==> src/rtl/mrna_iso_seq.sv <==
// mRNA isolation sequencer: timed valve/pump program CELLS..COLLECT with abort.
// All outputs are registered from the next-state decode, so they track the state register with no lag.
module mrna_iso_seq #(
    parameter int TW         = 16,
    parameter int LOAD_T     = 100,
    parameter int LYSE_T     = 200,
    parameter int PUMP_T     = 10,
    parameter int MIX_ROUNDS = 8,
    parameter int SEP_T      = 50,
    parameter int WASTE_T    = 50,
    parameter int COLLECT_T  = 100
) (
    input  logic       clk,
    input  logic       rst_n,
    input  logic       start,
    input  logic       abort,
    output logic       cells_in_ctrl,
    output logic       cells_out_ctrl,
    output logic       beads_ctrl,
    output logic       lysis_in_ctrl,
    output logic       lysis_out_ctrl,
    output logic       sep_ctrl,
    output logic       sieve_ctrl,
    output logic       waste_ctrl,
    output logic       push_ctrl,
    output logic       collect_ctrl,
    output logic       pump1,
    output logic       pump2,
    output logic       pump3,
    output logic       busy,
    output logic       done,
    output logic       aborted,
    output logic [3:0] state
);

    typedef enum logic [3:0] {
        IDLE    = 4'd0,
        CELLS   = 4'd1,
        BEADS   = 4'd2,
        LYSE    = 4'd3,
        MIX     = 4'd4,
        SEP     = 4'd5,
        WASTE   = 4'd6,
        COLLECT = 4'd7,
        DONE    = 4'd8
    } state_t;

    typedef struct packed {
        logic cells_in;
        logic cells_out;
        logic beads;
        logic lysis_in;
        logic lysis_out;
        logic sep;
        logic sieve;
        logic waste;
        logic push;
        logic collect;
        logic p1;
        logic p2;
        logic p3;
        logic busy;
        logic done;
        logic aborted;
    } outs_t;

    localparam int RW = (MIX_ROUNDS > 1) ? $clog2(MIX_ROUNDS) : 1;
    localparam logic [RW-1:0] LAST_ROUND = RW'(MIX_ROUNDS - 1);

    function automatic logic [TW-1:0] dur(input int d);
        return TW'(d - 1);
    endfunction

    state_t        st_q, st_d;
    logic [TW-1:0] tmr_q, tmr_d;
    logic [1:0]    ph_q, ph_d;
    logic [RW-1:0] rnd_q, rnd_d;
    logic          abt_d;
    logic          tmr_zero;
    logic          is_busy;
    outs_t         out_q, out_d;

    assign tmr_zero = (tmr_q == '0);
    assign is_busy  = !(st_q inside {IDLE, DONE});

    always_comb begin
        st_d  = st_q;
        tmr_d = tmr_q;
        ph_d  = ph_q;
        rnd_d = rnd_q;
        abt_d = 1'b0;
        if (abort) begin
            st_d  = IDLE;
            tmr_d = '0;
            ph_d  = '0;
            rnd_d = '0;
            abt_d = is_busy;
        end else begin
            if (is_busy && !tmr_zero)
                tmr_d = tmr_q - TW'(1);
            case (st_q)
                IDLE, DONE: if (start) begin
                    st_d  = CELLS;
                    tmr_d = dur(LOAD_T);
                end
                CELLS: if (tmr_zero) begin
                    st_d  = BEADS;
                    tmr_d = dur(LOAD_T);
                end
                BEADS: if (tmr_zero) begin
                    st_d  = LYSE;
                    tmr_d = dur(LYSE_T);
                end
                LYSE: if (tmr_zero) begin
                    st_d  = MIX;
                    tmr_d = dur(PUMP_T);
                    ph_d  = '0;
                    rnd_d = '0;
                end
                // Timer counts one pump phase; phase/round counters span the whole MIX.
                MIX: if (tmr_zero) begin
                    tmr_d = dur(PUMP_T);
                    if (ph_q == 2'd2) begin
                        ph_d = '0;
                        if (rnd_q == LAST_ROUND) begin
                            st_d  = SEP;
                            tmr_d = dur(SEP_T);
                            rnd_d = '0;
                        end else begin
                            rnd_d = rnd_q + RW'(1);
                        end
                    end else begin
                        ph_d = ph_q + 2'd1;
                    end
                end
                SEP: if (tmr_zero) begin
                    st_d  = WASTE;
                    tmr_d = dur(WASTE_T);
                end
                WASTE: if (tmr_zero) begin
                    st_d  = COLLECT;
                    tmr_d = dur(COLLECT_T);
                end
                COLLECT: if (tmr_zero) begin
                    st_d  = DONE;
                    tmr_d = '0;
                end
                default: begin
                    st_d  = IDLE;
                    tmr_d = '0;
                end
            endcase
        end
    end

    always_comb begin
        out_d         = '0;
        out_d.aborted = abt_d;
        out_d.busy    = !(st_d inside {IDLE, DONE});
        out_d.done    = (st_d == DONE);
        case (st_d)
            CELLS:   begin out_d.cells_in = 1'b1; out_d.cells_out = 1'b1; end
            BEADS:   out_d.beads = 1'b1;
            LYSE:    begin out_d.lysis_in = 1'b1; out_d.lysis_out = 1'b1; end
            MIX: begin
                out_d.sieve = 1'b1;
                out_d.p1    = (ph_d == 2'd0);
                out_d.p2    = (ph_d == 2'd1);
                out_d.p3    = (ph_d == 2'd2);
            end
            SEP:     begin out_d.sep = 1'b1; out_d.sieve = 1'b1; end
            WASTE:   begin out_d.waste = 1'b1; out_d.push = 1'b1; out_d.sieve = 1'b1; end
            COLLECT: begin out_d.collect = 1'b1; out_d.push = 1'b1; end
            default: ;
        endcase
    end

    always_ff @(posedge clk) begin
        if (!rst_n) begin
            st_q  <= IDLE;
            tmr_q <= '0;
            ph_q  <= '0;
            rnd_q <= '0;
            out_q <= '0;
        end else begin
            st_q  <= st_d;
            tmr_q <= tmr_d;
            ph_q  <= ph_d;
            rnd_q <= rnd_d;
            out_q <= out_d;
        end
    end

    assign state          = st_q;
    assign cells_in_ctrl  = out_q.cells_in;
    assign cells_out_ctrl = out_q.cells_out;
    assign beads_ctrl     = out_q.beads;
    assign lysis_in_ctrl  = out_q.lysis_in;
    assign lysis_out_ctrl = out_q.lysis_out;
    assign sep_ctrl       = out_q.sep;
    assign sieve_ctrl     = out_q.sieve;
    assign waste_ctrl     = out_q.waste;
    assign push_ctrl      = out_q.push;
    assign collect_ctrl   = out_q.collect;
    assign pump1          = out_q.p1;
    assign pump2          = out_q.p2;
    assign pump3          = out_q.p3;
    assign busy           = out_q.busy;
    assign done           = out_q.done;
    assign aborted        = out_q.aborted;

endmodule

==> config.mk <==
export PLATFORM = sky130hd
export DESIGN_NAME = mrna_iso_seq
export DESIGN_NICKNAME = d
export VERILOG_FILES = /design/src/rtl/mrna_iso_seq.sv
export SDC_FILE = /design/constraint.sdc
export NUM_CORES = 1
export LEC_CHECK = 0
export BUFFER_PORTS_ARGS = -buffer_cell sky130_fd_sc_hd__buf_2
export CELL_PAD_IN_SITES_DETAIL_PLACEMENT = 1
export CELL_PAD_IN_SITES_GLOBAL_PLACEMENT = 1
export CORE_ASPECT_RATIO = 0.6
export CORE_MARGIN = 4
export CORE_UTILIZATION = 30
export DETAILED_ROUTE_END_ITERATION = 8
export MAX_ROUTING_LAYER = met4
export PLACE_DENSITY_LB_ADDON = 0.1
export RECOVER_POWER = 25
export SLEW_MARGIN = 10
export SYNTH_ARGS = -nofsm -noshare
export SYNTH_HDL_FRONTEND = slang
export SYNTH_SLANG_ARGS = --single-unit
==> constraint.sdc <==
create_clock -name clk -period 5.65 [get_ports clk]
set_input_delay 0.2825 -clock clk [delete_from_list [all_inputs] [get_ports clk]]
set_output_delay 0.2825 -clock clk [all_outputs]
set_load 0.005 [all_outputs]
# After elaboration in Yosys (flattened, before gate mapping)
# Index checks and enable logic that the tools add are counted.
# word_totals
ff_bits	41
inputBits	4
output_inout_bits	20
elab_cells	107
# op_classes
n_addsub	3
eq_ne	23
muxes	41
bitwise_logic	1
n_reduce_logical	19
# ops
operator	count
$mux W16	8
$pmux W16 S7	1
$mux W4	11
$eq A4 B3 Y1 const B	8
$pmux W4 S8	1
$eq A4 B2 Y1 const B	4
$logic_not A16 Y1	1
$sub A16 B1 Y16 const B	1
$mux W2	6
$mux W3	4
$mux W6	2
$eq A4 B1 Y1 const B	2
$eq A4 B4 Y1 const B	2
$logic_not A4 Y1	2
$reduce_or A2 Y1	4
$mux W1	6
$ne A2 B2 Y1 const B	3
$pmux W3 S2	1
$reduce_bool A2 Y1	3
$eq A2 B2 Y1 const B	2
$pmux W2 S2	1
$reduce_and A2 Y1	2
$reduce_and A4 Y1	1
$add A3 B1 Y3 const B	1
8 further kinds	10

# Longest topological paths before layout
# depth
depth_word	9
ltp_mapped	9
depth_no_buf	7

# Least setup slack after synthesis
# OpenSTA, ideal clock, no wires.
# synth_timing
kind	register -> register
start	register tmr_q[0]
end	register out_q, in the netlist sieve_ctrl
arrival_time_ns	1.969
required_ns	5.525
path_slack_ns	3.556
stages_incl_launch_ff	9
path_buffers	1
period_less_slack_ns	2.094
cell_sequence	dfxtp_1 -> inv_1 -> ha_1 -> nor4b_1 -> and4_1 -> buf_6 -> mux2_4 -> and3_1 -> o41a_1
# synth_between
elab_chain_len	7
# synth_rtl
item	line_no	rtl
start, declared	75	logic [TW-1:0] tmr_q, tmr_d;
start signal, assigned	187	tmr_q <= tmr_d;
$logic_not A16 Y1 *	83	assign tmr_zero = (tmr_q == '0);
$mux W4 (tied with other cells)	144	COLLECT: if (tmr_zero) begin
$pmux W4 S8 *	101	case (st_q)
$mux W4 *	92	if (abort) begin
$eq A4 B3 Y1	161	case (st_d)
$reduce_or A3 Y1 (no source line) *	--	
$mux W1 *	161	
end signal, assigned	190	out_q <= out_d;
end, declared	81	outs_t out_q, out_d;
# Every way passes the cells marked *; elsewhere a longest branch is shown, timed or not.
# A chain may end at the register's enable or synchronous reset.

# Worst setup path in the final report
# Ends and elaborated chain as after synthesis.

==> metrics.txt <==
status completed; crit path cell chain inv_1 > ha_1 > nor4b_1 > and4_1 > mux2_4 > and3_1 > o41a_1; clk buf depth 2; Max VDD drop 0.0000973 V; final period utilization 0.471; critical path class flip-flop to flip-flop; Power Total 0.661 mW; final WL 6.75 mm; Die Footprint 0.00889 mm²; Area after DPL 0.00238 mm²; Critical Path RT 5.82 ns; Resized cells post-CTS 0; Total GRT Usage 0.171; CP Launch Type flip-flop; Max Fclk 0.376 GHz; number of enable flip-flop cells after synthesis 0; Congestion Overflow GR 0; first-pass GRT wire length 11.4 mm; hold path depth 2; placed cells 373; vias per inst 5.32; maximum fanout along the worst path 14; I/O Pins 24; antenna violations before repair 0; # rows 23; post-route cell area 0.00252 mm²; Die W 119 µm; minimum setup slack among reg-to-reg paths 2.99 ns; Clk pin slew, worst setup/hold paths 0.06 ns; nets 287; Crit path largest cell delay 0.67 ns; HP Start abort; hold-fix buffers at CTS 0; Post-CTS Setup Bufs 0; vias in the first global route 2010; syn_area_per_cell 8.35 µm²; Area Overhead vs Synth 13.2%; Setup violations, final 0; H-tree depth 2; Period minus WS final 2.66 ns; power density over the cells 263 mW/mm²; via count 2026; Min-Delay Path Class primary input to flip-flop; fraction of layout cells with a size suffix above 1 0.149; CTS tree done; setup_tns 0 ns; Crit. End Element flip-flop; gp weighted congestion 0.798; number of synthesized register bits 39; Diodes inserted 0; IO buf count 23; core area 0.00694 mm²; Worst R2R End sieve_ctrl$_SDFF_PN0_; RSZ-0062 raised after global routing false; Clock Tree Root clkbuf_16; Crit path arrival time 2.83 ns; Crit-path slowest cell and4_1; TritonRoute pass-1 iters 4; Inserted Clock Buffers 5; Clock Sinks 39; Synthesis Warnings 0; Hold WS 0.274 ns; R2R depth 7; initial core utilization 0.320; FF-to-FF Start tmr_q[0]$_SDFF_PP0_; Post-Syn Area 0.00222 mm²; drt wl/cell 17.7 µm; largest net degree at the start of global routing 26; FILL cells 837; Hold Vio Cnt, Final 0; slew at the pin with the worst max-slew slack 0.742 ns; post-synthesis sequential area ratio 0.351; Post-Synthesis Cells 266; max-cap violations 0; final non-filler cell total 381; Synth async-reset ratio 0; Slew HR 0.505; Initial DRC Count 120; die span in y 74.7 µm; Final ANT Viol Nets 0; Setup Skew 0.00305 ns; DRC Markers 0; syn nets 273; Primary FF master, synth dfxtp_1; post-synthesis cell type count 62; hpwl dp 5.04 mm; clock latency at the later pin of the worst-skew pair 0.29 ns; Final Max Tran Viols 0; sink of the worst hold path sieve_ctrl$_SDFF_PN0_; leak pwr 0.870 nW
-- cell type report --
| type | count | area (µm²) | area share |
|---|---|---|---|
| repair buffers | 25 | 119 | 0.0472 |
| inverters | 8 | 30.0 | 0.0119 |
| multi-input cells | 201 | 1320 | 0.523 |
| well taps | 100 | 125 | 0.0497 |
| clock buffers | 5 | 125 | 0.0497 |
| flip-flops and latches | 39 | 781 | 0.310 |
| clock inverters | 3 | 20.0 | 0.00796 |
-- flip-flops by register name (all words and copies together) (netlist names) --
name           cells
done               1
tmr_q             16
sep_ctrl           1
state              4
beads_ctrl         1
ph_q               2
pump1              1
waste_ctrl         1
lysis_in_ctrl      1
pump2              1
sieve_ctrl         1
rnd_q              3
aborted            1
collect_ctrl       1
push_ctrl          1
cells_in_ctrl      1
busy               1
pump3              1
-- cell families after synthesis --
family | after synthesis | share of synthesized area
simple gates | 112 | 0.300
compound gates | 72 | 0.216
flops | 39 | 0.351
buf+inv | 26 | 0.0563
xor+xnor | 10 | 0.0394
mux | 4 | 0.0203
fa+ha+maj | 3 | 0.0169
-- where the power goes --
| group | leakage, nW | switching [mW] | total, mW | internal, mW |
|---|---|---|---|---|
| logic | 0.489 | 0.0662 | 0.0947 | 0.0284 |
| clock network | 0.0658 | 0.119 | 0.282 | 0.163 |
| registers | 0.315 | 0.00481 | 0.284 | 0.279 |
-- metal layers --
layer	share of wire	wire length, µm	GRT usage	up-vias
met5	0	0	-	-
met4	0.0084	57	0.0501	0
met3	0.034	231	0.0383	5
met2	0.35	2390	0.205	35
met1	0.60	4070	0.269	986
li1	-	-	-	1000
-- per-stage QoR --
| stage | util | setup slack [ns] |
|---|---|---|
| 2_1_floorplan | - | 3.56 |
| 3_3_place_gp | 0.343 | 3.17 |
| 3_5_place_dp | 0.343 | 3.02 |
| 4_1_cts | 0.364 | 3.01 |
| 5_1_grt | 0.363 | 2.82 |
| 6_report | 0.363 | 2.99 |
-- placed cells by master, fill, tap and decap left out, drive strengths merged, types with 5 or more instances in the layout --
master   n
dfxtp   39
nand2b   7
nand3   11
buf     16
xnor2    6
a31oi    5
and2     5
a21oi   28
nor4     8
inv      8
nor3    16
o21ai   11
nor2    28
nand2   12
clkbuf  14
-- how the worst max path moves through the flow --
stage | from | to | slack (ns) | cells after the start
finish | tmr_q[0]$_SDFF_PP0_ | sieve_ctrl$_SDFF_PN0_ | 2.99 | 7
global placement | tmr_q[0]$_SDFF_PP0_ | sieve_ctrl$_SDFF_PN0_ | 3.17 | 7
detailed placement | tmr_q[0]$_SDFF_PP0_ | sieve_ctrl$_SDFF_PN0_ | 3.02 | 7
floorplan | tmr_q[0]$_SDFF_PP0_ | sieve_ctrl$_SDFF_PN0_ | 3.56 | 8
global route | tmr_q[0]$_SDFF_PP0_ | sieve_ctrl$_SDFF_PN0_ | 2.82 | 7
CTS | tmr_q[0]$_SDFF_PP0_ | sieve_ctrl$_SDFF_PN0_ | 3.01 | 7
-- critical path, delay by kind of cell, from the launching register on --
family / cells / cell delay (ns)
fa+ha+maj: 1 / 0.21
buf+inv: 1 / 0.06
simple gates: 3 / 1.24
mux: 1 / 0.38
flops: 1 / 0.34
compound gates: 1 / 0.29
-- Yosys cell counts (2+ instances only) --
library cell  number  area [µm²]
nor4_4             2        42.5
nand4b_1           2        17.5
dfxtp_1           39         781
buf_1              3        11.3
or2_2              2        12.5
and4_1             2        17.5
o211ai_1           3        22.5
nor4b_1            4        35.0
o31a_1             2        17.5
a21oi_1           28         140
nand2_1           10        37.5
a21boi_0           2        15.0
a211oi_1           3        22.5
buf_2              4        20.0
mux2i_1            3        30.0
nand3_1           11        55.1
nand2b_1           7        43.8
and3_1             2        12.5
nor2_1            27         101
nor3b_1            2        15.0
nor3_1            14        70.1
o21ai_0            9        45.0
ha_1               3        37.5
nand2_2            2        12.5
o32ai_1            2        17.5
nor3_2             2        20.0
nand3b_1           2        15.0
nor4_1             5        31.3
clkbuf_1           6        22.5
buf_4              4        30.0
o31ai_1            4        30.0
and2_1             5        31.3
or3_1              3        18.8
xnor2_1            6        52.6
a31oi_1            4        25.0
inv_1              8        30.0
xor2_1             4        35.0
Power figures use the tool's default switching activity.
